===== config.mk =====
export PLATFORM = sky130hd
export DESIGN_NAME = fe_sweep_sequencer
export DESIGN_NICKNAME = d
export VERILOG_FILES = /design/src/rtl/fe_sweep_sequencer.sv
export SDC_FILE = /design/constraint.sdc
export NUM_CORES = 1
export LEC_CHECK = 0
export CORE_MARGIN = 1.5
export CORE_UTILIZATION = 56
export DETAILED_ROUTE_END_ITERATION = 10
export PLACE_DENSITY = 0.8
export SKIP_LAST_GASP = 1
export SYNTH_ARGS = -nofsm -noshare
export SYNTH_HDL_FRONTEND = slang
export SYNTH_SLANG_ARGS = --single-unit

===== constraint.sdc =====
create_clock -name clock -period 4.2 [get_ports clock]
set_input_delay 0.42 -clock clock [delete_from_list [all_inputs] [get_ports clock]]
set_output_delay 0.42 -clock clock [all_outputs]
set_load 0.02 [all_outputs]

===== src/rtl/fe_sweep_sequencer.sv =====
// fe_sweep_sequencer
//
// Steps the RF front end through a programmable table of up to eight
// switch/filter configurations. For each entry it applies the configuration,
// waits a settle time with rx disabled, then enables rx for a programmed
// number of halfband output samples. It is programmed over the serial
// setting bus and runs in the adcclk domain.
//
// Ports:
//   clock          adcclk domain clock
//   reset_n        synchronous reset, active low
//   serial_addr    setting bus address
//   serial_data    setting bus data
//   serial_strobe  setting bus write strobe (one cycle)
//   sample_strobe  hb_strobe from rx_chain, one pulse per output sample
//   fe_ctrl        {FILTER_A1, FILTER_A0, VSWD, VSWC, VSWB, VSWA} of current entry
//   enable_rx      rx enable, high only while dwelling
//   entry_idx      index of the entry currently applied
//   busy           high whenever the sequencer is not idle
//   sweep_done     one-cycle pulse when the last entry's dwell completes
//   status         {sweep_count, 8'h0, busy, entry_idx, 1'b0, state}
//
// Register map (relative to BASE_ADDR):
//   +0 CTRL   bit0 start, bit1 loop, bit2 abort, bits[6:4] last_idx
//   +1 SETTLE settle cycles
//   +2 DWELL  dwell sample strobes (0 behaves as 1)
//   +3 TABLE  bits[18:16] entry index, bits[5:0] entry config

`timescale 1ns/1ps

module fe_sweep_sequencer #(
    parameter logic [6:0] BASE_ADDR = 7'd80,
    parameter int          SETTLE_W  = 16,
    parameter int          DWELL_W   = 16
) (
    input  logic        clock,
    input  logic        reset_n,
    input  logic [6:0]  serial_addr,
    input  logic [31:0] serial_data,
    input  logic        serial_strobe,
    input  logic        sample_strobe,
    output logic [5:0]  fe_ctrl,
    output logic        enable_rx,
    output logic [2:0]  entry_idx,
    output logic        busy,
    output logic        sweep_done,
    output logic [31:0] status
);

    typedef enum logic [2:0] {
        S_IDLE   = 3'd0,
        S_APPLY  = 3'd1,
        S_SETTLE = 3'd2,
        S_DWELL  = 3'd3,
        S_NEXT   = 3'd4
    } state_t;

    state_t              state;

    // Programmed configuration
    logic                ctrl_loop;
    logic [2:0]          last_idx;
    logic [SETTLE_W-1:0] settle_reg;
    logic [DWELL_W-1:0]  dwell_reg;
    logic [5:0]          table_mem [8];

    // Self-clearing events captured from a CTRL write
    logic                start_pend;
    logic                abort_pend;

    // Working counters
    logic [SETTLE_W-1:0] settle_cnt;
    logic [DWELL_W-1:0]  dwell_left;
    logic [15:0]         sweep_count;

    logic                wr_ctrl;
    logic                wr_settle;
    logic                wr_dwell;
    logic                wr_table;
    logic                unused_data;

    // A dwell length of zero still needs one sample to terminate the entry.
    function automatic logic [DWELL_W-1:0] dwell_load(input logic [DWELL_W-1:0] v);
        return (v == '0) ? DWELL_W'(1) : v;
    endfunction

    assign wr_ctrl   = serial_strobe && (serial_addr == BASE_ADDR);
    assign wr_settle = serial_strobe && (serial_addr == BASE_ADDR + 7'd1);
    assign wr_dwell  = serial_strobe && (serial_addr == BASE_ADDR + 7'd2);
    assign wr_table  = serial_strobe && (serial_addr == BASE_ADDR + 7'd3);

    assign unused_data = ^serial_data[31:19];

    assign busy   = (state != S_IDLE);
    assign status = {sweep_count, 8'd0, busy, entry_idx, 1'b0, state};

    // Register file. Start is only captured while idle so a start issued
    // during a sweep can neither restart it nor clear sweep_count. A write
    // carrying both start and abort captures only the abort.
    always_ff @(posedge clock) begin
        if (!reset_n) begin
            ctrl_loop  <= 1'b0;
            last_idx   <= 3'd0;
            settle_reg <= '0;
            dwell_reg  <= '0;
            start_pend <= 1'b0;
            abort_pend <= 1'b0;
            for (int i = 0; i < 8; i++) begin
                table_mem[i] <= 6'd0;
            end
        end else begin
            start_pend <= wr_ctrl && serial_data[0] && !serial_data[2] && (state == S_IDLE);
            abort_pend <= wr_ctrl && serial_data[2];
            if (wr_ctrl) begin
                ctrl_loop <= serial_data[1];
                last_idx  <= serial_data[6:4];
            end
            if (wr_settle) begin
                settle_reg <= serial_data[SETTLE_W-1:0];
            end
            if (wr_dwell) begin
                dwell_reg <= serial_data[DWELL_W-1:0];
            end
            if (wr_table) begin
                table_mem[serial_data[18:16]] <= serial_data[5:0];
            end
        end
    end

    // Sequencer. fe_ctrl is only ever loaded on the edge entering APPLY, so
    // table writes never disturb the configuration of an entry in progress.
    // The last-entry decision is taken on the edge leaving DWELL and held in
    // sweep_done, which NEXT then uses to choose between wrap/idle and advance.
    always_ff @(posedge clock) begin
        if (!reset_n) begin
            state       <= S_IDLE;
            fe_ctrl     <= 6'd0;
            enable_rx   <= 1'b0;
            entry_idx   <= 3'd0;
            sweep_done  <= 1'b0;
            sweep_count <= 16'd0;
            settle_cnt  <= '0;
            dwell_left  <= '0;
        end else begin
            sweep_done <= 1'b0;
            if (abort_pend) begin
                state     <= S_IDLE;
                enable_rx <= 1'b0;
            end else begin
                unique case (state)
                    S_IDLE: begin
                        if (start_pend) begin
                            state       <= S_APPLY;
                            entry_idx   <= 3'd0;
                            sweep_count <= 16'd0;
                            fe_ctrl     <= table_mem[0];
                        end
                    end
                    S_APPLY: begin
                        if (settle_reg == '0) begin
                            state      <= S_DWELL;
                            enable_rx  <= 1'b1;
                            dwell_left <= dwell_load(dwell_reg);
                        end else begin
                            state      <= S_SETTLE;
                            settle_cnt <= settle_reg;
                        end
                    end
                    S_SETTLE: begin
                        if (settle_cnt <= SETTLE_W'(1)) begin
                            state      <= S_DWELL;
                            enable_rx  <= 1'b1;
                            dwell_left <= dwell_load(dwell_reg);
                        end else begin
                            settle_cnt <= settle_cnt - SETTLE_W'(1);
                        end
                    end
                    S_DWELL: begin
                        if (sample_strobe) begin
                            if (dwell_left <= DWELL_W'(1)) begin
                                state     <= S_NEXT;
                                enable_rx <= 1'b0;
                                // A last_idx lowered below the current entry
                                // still ends the sweep here.
                                if (entry_idx >= last_idx) begin
                                    sweep_done  <= 1'b1;
                                    sweep_count <= sweep_count + 16'd1;
                                end
                            end else begin
                                dwell_left <= dwell_left - DWELL_W'(1);
                            end
                        end
                    end
                    S_NEXT: begin
                        if (sweep_done) begin
                            if (ctrl_loop) begin
                                state     <= S_APPLY;
                                entry_idx <= 3'd0;
                                fe_ctrl   <= table_mem[0];
                            end else begin
                                state <= S_IDLE;
                            end
                        end else begin
                            state     <= S_APPLY;
                            entry_idx <= entry_idx + 3'd1;
                            fe_ctrl   <= table_mem[entry_idx + 3'd1];
                        end
                    end
                    default: begin
                        state     <= S_IDLE;
                        enable_rx <= 1'b0;
                    end
                endcase
            end
        end
    end

endmodule


==> results.py <==
metrics = {
    "logic_synthesis": {
        "ys_seq_area_share_pct": 47.0,
        "yosys.area.top_type_share_pct": 27.3,
        "synth-seq-cells": 148,
        "yosysMostFrequentCell": "dfxtp_1",
        "syn-cell-area_um2": 7330,
        "synth_cell_types": 57,
        "synthCells": 796,
        "synth_warnings": 0,
        "yosys.area.top_type": "dfxtp_1",
        "synth-async-reset-ratio_pct": 0,
        "yosys-top-cells-area": "dfxtp_1, edfxtp_1, a21oi_1, and2_1, nand2_1",
        "avgSynthCellArea_um2": 9.21,
        "synth_edf_count": 48,
        "ys_top_cells_by_count": "dfxtp_1, nand2_1, nor2_1",
        "synthFlopType": "dfxtp_1",
    },
    "global_routing": {
        "grt_antenna_before_repair": 0,
        "grt.overflow.total": 0,
        "track_usage_pct": 26.9,
        "grt_pass1_wl_um": 29800,
        "grt_max_degree": 55,
        "grt_pass1_vias": 6006,
    },
    "floorplan": {
        "core-area_um2": 12700,
        "io_pins": 87,
        "die_width_um": 117,
        "dieArea_um2": 13800,
        "die_h_um": 117,
        "start_util_pct": 57.9,
        "core.rowCount": 41,
    },
    "finish": {
        "drive_gt1_share_pct": 7.57,
        "n_fill_cell": 981,
        "regMostFlops": "table_mem",
        "finish.instance_area_um2": 8620,
        "diodes": 0,
        "nNetsFinal": 885,
        "largest_register_ffs": 48,
        "area_delta_synth_final_pct": 17.6,
    },
    "power_and_ir_drop": {
        "p_per_area_nw_per_um2": 372,
        "leakagePower_nw": 3.06,
        "irDropWorstVdd_uv": 237,
    },
    "flow_run": {
        "maxCapViolations": 0,
    },
    "routing": {
        "routed_wl_um": 18200,
        "antenna_left": 0,
        "vias_per_cell": 6.08,
        "drt_pass1_iterations": 6,
        "drcViolationCount": 0,
        "wire_per_inst_um": 17.9,
        "vias": 6188,
        "drt_iter0_drc": 588,
    },
    "clock_tree": {
        "cts_resized": 0,
        "post_cts_buffers": 0,
        "cts_tree": "done",
        "cts_max_level": 4,
        "cts_root_buf": "clkbuf_16",
        "ctsHoldBuffers": 0,
        "clk_pin_slew_ns": 0.06,
        "clk_latency_ns": 0.42,
        "cts_buffer_depth": 2,
        "numClockSinks": 148,
        "numCtsBuffers": 17,
    },
    "worst_setup_path": {
        "critPathKind": "reg2reg",
        "cp-end-kind": "flip-flop",
        "cp.arrival_ns": 3.33,
        "required_ns": 4.54,
        "critPathLaunchType": "flip-flop",
        "critPathMaxFanout": 20,
    },
    "sta": {
        "worstMarginPinSlew_ns": 1.25,
        "worst_slack_ns": 1.21,
        "clock.fmax_mhz": 334,
        "period_share_pct": 71.2,
        "rsz0062_at_grt": "false",
        "setup-violations-final": 0,
        "slew_headroom_pct": 16.1,
        "finalHoldViolCount": 0,
        "fin_tns_setup_ns": 0,
        "skew_ns": 0.00924,
        "maxSlewViolCount": 0,
        "period_needed_ns": 2.99,
    },
    "placed_design": {
        "gp_congestion": 0.874,
        "dpl.hpwl_um": 12400,
        "dpl_cell_area_um2": 8000,
        "io_buffers": 64,
        "pre_cts_slack_ns": 1.13,
    },
    "hold_path": {
        "hold_path_class": "reg2reg",
    },
    "outcome": {
        "run_status": "finished clean",
    },
}
metrics by stage:
stage | hold slack, ns | total power [mW] | util [%] | cells
2_1_floorplan | 0.432 | 1.59 | - | 804
3_3_place_gp | 0.449 | 1.64 | 63.2 | 986
3_5_place_dp | 0.454 | 1.65 | 63.2 | 986
4_1_cts | 0.464 | 3.21 | 68.0 | 1018
5_1_grt | 0.479 | 3.29 | 68.0 | 1018
6_report | 0.463 | 3.20 | 68.0 | 1018
worst paths after layout:
check                                    from             end  slack (ns)  cells past startpoint
worst min-delay path            dwell_left[8]   dwell_left[8]        0.46                      2
worst max register to register  settle_cnt[4]  settle_cnt[12]        1.21                      7
worst min register to register  dwell_left[8]   dwell_left[8]        0.46                      2
worst max-delay path            settle_cnt[4]  settle_cnt[12]        1.21                      7
kinds of logic (layout without fill, tap and decap cells):
family / Yosys count / after routing / share of synthesized area (%)
and+or+nand+nor: 339 / 339 / 23.8
AOI/OAI and AO/OA: 171 / 171 / 14.1
DFF: 148 / 148 / 47.0
buffers and inverters: 77 / 119 / 4.71
muxes: 41 / 41 / 7.65
xor gates and xnor gates: 10 / 10 / 1.19
adders and majority gates: 9 / 9 / 1.54
other: 1 / 9 / 0.0512
layer usage:
layer	global-route usage [%]	vias up	part of all wire, %
met5	0	-	0
met4	9.26	0	2.3
met3	4.67	36	5.2
met2	47.7	222	52
met1	33.1	3003	41
li1	-	2927	-
cells in the final DEF, fill, tap and decap left out, drive strengths merged, types with 5 or more instances in the layout:
cell           instances
o211ai                 9
or3                   12
conb                   9
o32ai                  7
nor3                  21
ha                     9
edfxtp                48
dfxtp                100
nand3b                 7
nand2                 88
clkbuf                19
a21o                   5
xnor2                  8
clkdlybuf4s50         64
o21a                   6
nand3                 13
nand4                  8
nand2b                15
o31ai                 11
mux2i                 29
nor4                  21
buf                   11
and2                  53
or4                    5
nor2                  75
a21oi                 70
mux4                  12
inv                   13
o21ai                 37
o22ai                  6
or2                    6
clkinv                 5
layout make-up:
type                    instances  area, µm²  share of cell area [%]
clock inverters                13        183                    2.12
multi-input cells             579       3580                    41.5
inverters                      12       45.0                   0.523
flip-flops and latches        148       3440                    40.0
clock buffers                  19        433                    5.02
repair buffers                 75        723                    8.39
well taps                     172        215                    2.50
where the power goes:
group | switching, mW | internal [mW]
Sequential | 0.0104 | 1.50
Combinational | 0.0650 | 0.0408
Clock | 0.594 | 0.992
critical path: stages (launching register included):
cell      delay [ns]
dfxtp_1         0.38
or4_1           0.63
or4_1           0.45
or2_1           0.27
a21oi_2         0.65
buf_4           0.31
o211ai_1        0.11
o31ai_1         0.10
(Power assumes the default switching activity.)
